File: config.mk
export PLATFORM = sky130hd
export DESIGN_NAME = dcache_fill_fsm
export DESIGN_NICKNAME = d
export VERILOG_FILES = /design/src/rtl/dcache_fill_fsm.sv
export SDC_FILE = /design/constraint.sdc
export NUM_CORES = 1
export LEC_CHECK = 0
export BUFFER_PORTS_ARGS = -buffer_cell sky130_fd_sc_hd__buf_4
export CAP_MARGIN = 25
export CELL_PAD_IN_SITES_DETAIL_PLACEMENT = 1
export CELL_PAD_IN_SITES_GLOBAL_PLACEMENT = 2
export CORE_UTILIZATION = 22
export DETAILED_ROUTE_END_ITERATION = 8
export GPL_ROUTABILITY_DRIVEN = 0
export PLACE_DENSITY_LB_ADDON = 0.1
export SLEW_MARGIN = 25
export SYNTH_ARGS = -nofsm -noshare
export SYNTH_HDL_FRONTEND = slang
export SYNTH_SLANG_ARGS = --single-unit
File: constraint.sdc
create_clock -name clk -period 1.8 [get_ports clk]
set_clock_uncertainty 0.05 [all_clocks]
set_input_delay 0.18 -clock clk [delete_from_list [all_inputs] [get_ports clk]]
set_output_delay 0.18 -clock clk [all_outputs]
set_load 0.01 [all_outputs]
File: src/rtl/dcache_fill_fsm.sv
`default_nettype none
// ============================================================================
// Module   : dcache_fill_fsm
// Purpose  : Data-cache miss handler. It stalls the pipeline, streams word reads
//            for a whole block, writes each returned word into the data array,
//            and writes the tag array when the last word arrives.
// Revision : 1.0  initial release
// ============================================================================
module dcache_fill_fsm #(
    parameter int ADDR_WIDTH  = 16,
    parameter int BLOCK_WORDS = 8
) (
    input  logic                           clk,
    input  logic                           rst,
    input  logic                           miss_detected,
    input  logic [ADDR_WIDTH-1:0]          miss_address,
    input  logic                           memory_data_valid,
    input  logic [15:0]                    memory_data,
    output logic                           fsm_busy,
    output logic                           mem_enable,
    output logic [ADDR_WIDTH-1:0]          memory_address,
    output logic                           write_data_array,
    output logic [$clog2(BLOCK_WORDS)-1:0] data_word_index,
    output logic [15:0]                    fill_data,
    output logic                           write_tag_array
);

    localparam int c_idx_w = $clog2(BLOCK_WORDS);
    localparam int c_off_w = c_idx_w + 1;
    localparam logic [c_idx_w:0] c_words = (c_idx_w + 1)'(BLOCK_WORDS);
    localparam logic [c_idx_w:0] c_last  = (c_idx_w + 1)'(BLOCK_WORDS - 1);

    typedef enum logic [0:0] {
        S_IDLE = 1'b0,
        S_FILL = 1'b1
    } state_t;

    state_t                         r_state;
    logic [c_idx_w:0]               r_req_cnt;
    logic [c_idx_w:0]               r_ret_cnt;
    // Only the block-aligned upper bits of the fill base need storing.
    logic [ADDR_WIDTH-1:c_off_w]    r_fill_base_hi;

    logic w_filling;
    logic w_req_pending;
    logic w_last_word;

    assign w_filling     = (r_state == S_FILL);
    assign w_req_pending = w_filling && (r_req_cnt < c_words);
    assign w_last_word   = (r_ret_cnt == c_last);

    always_ff @(posedge clk) begin
        if (rst) begin
            r_state        <= S_IDLE;
            r_req_cnt      <= '0;
            r_ret_cnt      <= '0;
            r_fill_base_hi <= '0;
        end else begin
            case (r_state)
                S_IDLE: begin
                    if (miss_detected) begin
                        r_fill_base_hi <= miss_address[ADDR_WIDTH-1:c_off_w];
                        r_req_cnt      <= '0;
                        r_ret_cnt      <= '0;
                        r_state        <= S_FILL;
                    end
                end
                S_FILL: begin
                    if (w_req_pending) begin
                        r_req_cnt <= r_req_cnt + 1'b1;
                    end
                    if (memory_data_valid) begin
                        r_ret_cnt <= r_ret_cnt + 1'b1;
                        if (w_last_word) begin
                            r_state <= S_IDLE;
                        end
                    end
                end
                default: r_state <= S_IDLE;
            endcase
        end
    end

    always_comb begin
        // Busy follows the miss combinationally so the stall lands in the miss cycle.
        fsm_busy         = w_filling || miss_detected;
        mem_enable       = w_req_pending;
        memory_address   = '0;
        if (w_req_pending) begin
            memory_address = {r_fill_base_hi, r_req_cnt[c_idx_w-1:0], 1'b0};
        end
        write_data_array = w_filling && memory_data_valid;
        write_tag_array  = w_filling && memory_data_valid && w_last_word;
        data_word_index  = r_ret_cnt[c_idx_w-1:0];
        fill_data        = memory_data;
    end

endmodule
`default_nettype wire
Yosys cells after proc, flatten, opt, wreduce, memory -nomap -nowiden

Index checks and enable logic that the tools add are counted.
Widths: inputs -> output; s select.

Eq/ne operators: 4
Shift operators: 0
Reduce and logical (&&, ||, !) cells: 7
Bitwise logic cells: 1
Add/subtract/negate cells: 2
Multiplexer cells: 10
Div/mod/pow operators: 0
Magnitude comparators: 1
Multiply operators: 0

Operator list:

| cell                | number |
|---|---|
| $mux 16             | 1 |
| $pmux 4 s2          | 2 |
| $mux 4              | 3 |
| $add 4x1->4 const B | 2 |
| $ne 2x2->1 const B  | 3 |
| $reduce_and 2->1    | 3 |
| $eq 4x3->1 const B  | 1 |
| $lt 4x4->1 const B  | 1 |
| $logic_and 1x1->1   | 3 |
| $mux 1              | 3 |
| $pmux 1 s2          | 1 |
| $logic_or 1x1->1    | 1 |
| $not 1->1           | 1 |

Word-level logic and storage cells: 29
Memory bits (read-only): 0
Output and inout bits: 39
Register bits: 21
Latch bits: 0
RAM bits: 0
Memories: 0
Bits of input ports: 36

Depth between registers and ports, before layout

Depth after elaboration: 4
Gate-level depth with buffers: 5

Worst setup path after synthesis

Ideal clock, no wire load.

Kind: register -> output
Start point: reg r_state
End point: out memory_address[10]
Stages on the path, launching flop included: 5
Slack: 532 ps
Arrival time: 1,038 ps
Buffers on the path: 2
Required time: 1,570 ps
Cell sequence: dfxtp_1 nor2b_1 buf_4 buf_4 and2_1

Word-level cells in the longest chain between the ends: 2

Ends and longest elaborated chain:

| item                     | line | source |
|---|---|---|
| start: declaration       | 38   | `state_t r_state;` |
| start signal: assignment | 54   | `r_state <= S_IDLE;` |
| start signal: assignment | 65   | `r_state <= S_FILL;` |
| start signal: assignment | 75   | `r_state <= S_IDLE;` |
| $logic_and 1x1->1        | 49   | `assign w_req_pending = w_filling && (r_req_cnt < c_words);` |
| named net mem_enable     | 20   | `output logic mem_enable,` |
| $mux 16                  | 89   | `if (w_req_pending) begin` |
| end: declaration         | 21   | `output logic [ADDR_WIDTH-1:0] memory_address,` |

The timed path passes the listed nets, and every way through them passes these cells.

Worst setup path in the final report

Start point: reg r_state
End point: out memory_address[8]

Word-level cells in the longest chain between the ends: 2

Ends and longest elaborated chain:

| item              | line |
|---|---|
| $logic_and 1x1->1 | 49 |
| $mux 16           | 89 |

Every way passes these cells.

==> flow_summary.ini <==
[min_path]
holdCritPathClass = input port to flop
hold_end = r_fill_base_hi[9]$_SDFFE_PP0P_
hold_path_depth = 3
min_from = miss_address[9]

[detailed_routing]
drt-initial-drc-count = 18
via_per_inst = 4.13
ant_nets = 0
dr.pass1.iters = 4
drcViolationCount = 0
wl_per_cell_um = 12.0
vias = 908
routed_wl_um = 2650

[clock_network]
cts_buffers = 3
cts_setup_buffers = 0
cts_resized = 0
hold_buffers = 0
insertion_delay_ns = 0.27
cts_sinks = 21
path_clk_slew_ns = 0.09
cts_max_level = 1
clk_root_buffer_cell = clkbuf_8
cts_tree = built
cts_buffer_depth = 2

[grt]
grt_pass1_wl_um = 4100
grt_pass1_vias = 856
grt-ovfl-total = 0
grt_max_degree = 22
antenna_found_initial = 0
grt_use_total_pct = 10.3

[outcome]
status = complete, no violations

[sta]
setup-violations-final = 0
rsz0062_at_grt = false
drv_slew = 0
hold_viol = 0
finalCritPeriodShare_pct = 92.7
finalCriticalPeriod_ns = 1.67
setup_tns_ns = 0
clock.fmax_mhz = 599

[final_layout]
fin_cells = 220
antenna_cells = 0
areaGrowthSynthToFinish_pct = 21.3
final_nets = 192
post-route-util_pct = 28.1
drive_gt1_share_pct = 31.4

[setup_path]
critical_path_arrival_ns = 1.44
cp_data_required_time_ns = 1.57
startpoint_type = flop
r2r-start = r_state$_SDFF_PP0_
r2r_slack_ns = 0.48
crit_fanout = 19
rr_worst_depth = 4
r2r-end = r_ret_cnt[3]$_SDFFE_PP0P_
setup.worst_path.end_class = output pin
crit_type = flop to output pin

[floorplanning]
row_count = 25
die_h_um = 72.7
io_pins = 75
die_w_um = 72.7
core-area_um2 = 4750
die-area_um2 = 5290
initial_utilization_pct = 23.1

[yosys]
synth_ff_type = dfxtp_1
synth_edf_count = 0
synth_seq_cells = 21
netlist_area_um2 = 1100
syn_nets = 174
yosysSeqAreaShare_pct = 38.2
yosys_warnings = 0
avgSynthCellArea_um2 = 8.09
postSynthCellCount = 136
synthArstFlopShare_pct = 0
synth.distinct_cells = 26

[pwr]
ir_drop_v = 0.000211
powerDensity_nw_per_um2 = 723
leakagePower_nw = 0.581

[place]
dpl.hpwl_um = 1860
dp_cells = 216
io_buffers = 37

[job]
max_cap_violations = 0
[how the worst max path moves through the flow]
stage | startpoint | endpoint | slack [ns] | depth (start not counted)
2_1_floorplan | r_state$_SDFF_PP0_ | memory_address[10] | 0.53 | 4
3_3_place_gp | r_state$_SDFF_PP0_ | memory_address[6] | 0.43 | 4
3_5_place_dp | r_state$_SDFF_PP0_ | memory_address[8] | 0.41 | 4
4_1_cts | r_state$_SDFF_PP0_ | memory_address[8] | 0.11 | 4
5_1_grt | r_state$_SDFF_PP0_ | memory_address[8] | 0.03 | 4
6_report | r_state$_SDFF_PP0_ | memory_address[8] | 0.13 | 4
[cell families (layout without fill, tap and decap cells)]
group / after synthesis / count (layout) / share of synthesized area (%)
flip-flops: 21 / 21 / 38.2
adder cells (fa/ha/maj): 2 / 2 / 2.27
buffers and inverters: 29 / 46 / 18.5
XOR/XNOR: 2 / 2 / 1.59
AO/OA/AOI/OAI: 20 / 20 / 10.0
AND/OR/NAND/NOR: 60 / 60 / 27.6
other: 1 / 1 / 0.341
multiplexers: 1 / 1 / 1.36
[synth_stat cells, drive strengths merged, types with 3 or more instances]
| master | n | share of area (%) |
|---|---|---|
| nand2 | 29 | 11 |
| buf | 25 | 17 |
| dfxtp | 21 | 38 |
| a21oi | 18 | 8.2 |
| and2 | 15 | 8.5 |
| nor3 | 4 | 1.8 |
| nand3 | 3 | 1.4 |
[metal layers]
layer / part of all wire, % / GRT usage (%) / up-vias
li1: - / - / 448
met1: 46 / 13.3 / 410
met2: 45 / 15.5 / 32
met3: 6.5 / 2.07 / 18
met4: 3.2 / 6.75 / 0
met5: 0 / 0 / -
[power by group]
group,total (mW),internal [mW],switching (mW),leakage [nW]
Combinational,0.140,0.0688,0.0716,0.383
Clock,0.325,0.155,0.170,0.0255
Sequential,0.499,0.485,0.0144,0.172
[area by class of cell]
| type | instances | area [µm²] |
|---|---|---|
| clock inverter | 1 | 5.00 |
| sequential | 21 | 420 |
| tap | 67 | 83.8 |
| clock buffer | 3 | 41.3 |
| fill | 593 | 3420 |
| inverter | 2 | 7.51 |
| multi-input combinational | 86 | 475 |
| timing repair buffer | 40 | 300 |
[sequential cells by signal, indices dropped and copies added, names as in the netlist]
name	flops
r_state	1
r_ret_cnt	4
r_fill_base_hi	12
r_req_cnt	4
[placed cells by master (no fill, tap or decap), types with 2 or more instances in the layout]
master and instances:
buf_4 40, nand2_1 28, dfxtp_1 21, a21oi_1 18, and2_1 15, nor3_1 4, nand3_1 3, clkbuf_8 3
inv_1 2, nand2b_1 2, nand3b_1 2, ha_1 2
[critical path, cell delays in order, from the launching register on]
cell	delay (ns)
dfxtp_1	0.49
nor2b_1	0.17
buf_4	0.22
and2_1	0.17
buf_4	0.12
[stage by stage]
step           instance area, µm²  hold slack (ns)  power (mW)  setup WS (ns)
2_1_floorplan                1100            0.207       0.628          0.532
3_5_place_dp                 1290            0.310       0.656          0.407
4_1_cts                      1330            0.100       0.984          0.113
3_3_place_gp                 1290            0.310       0.653          0.425
5_1_grt                      1330           0.0977        1.02         0.0342
6_report                     1330            0.104       0.965          0.131
No activity file was read; power rests on OpenSTA's default activity.
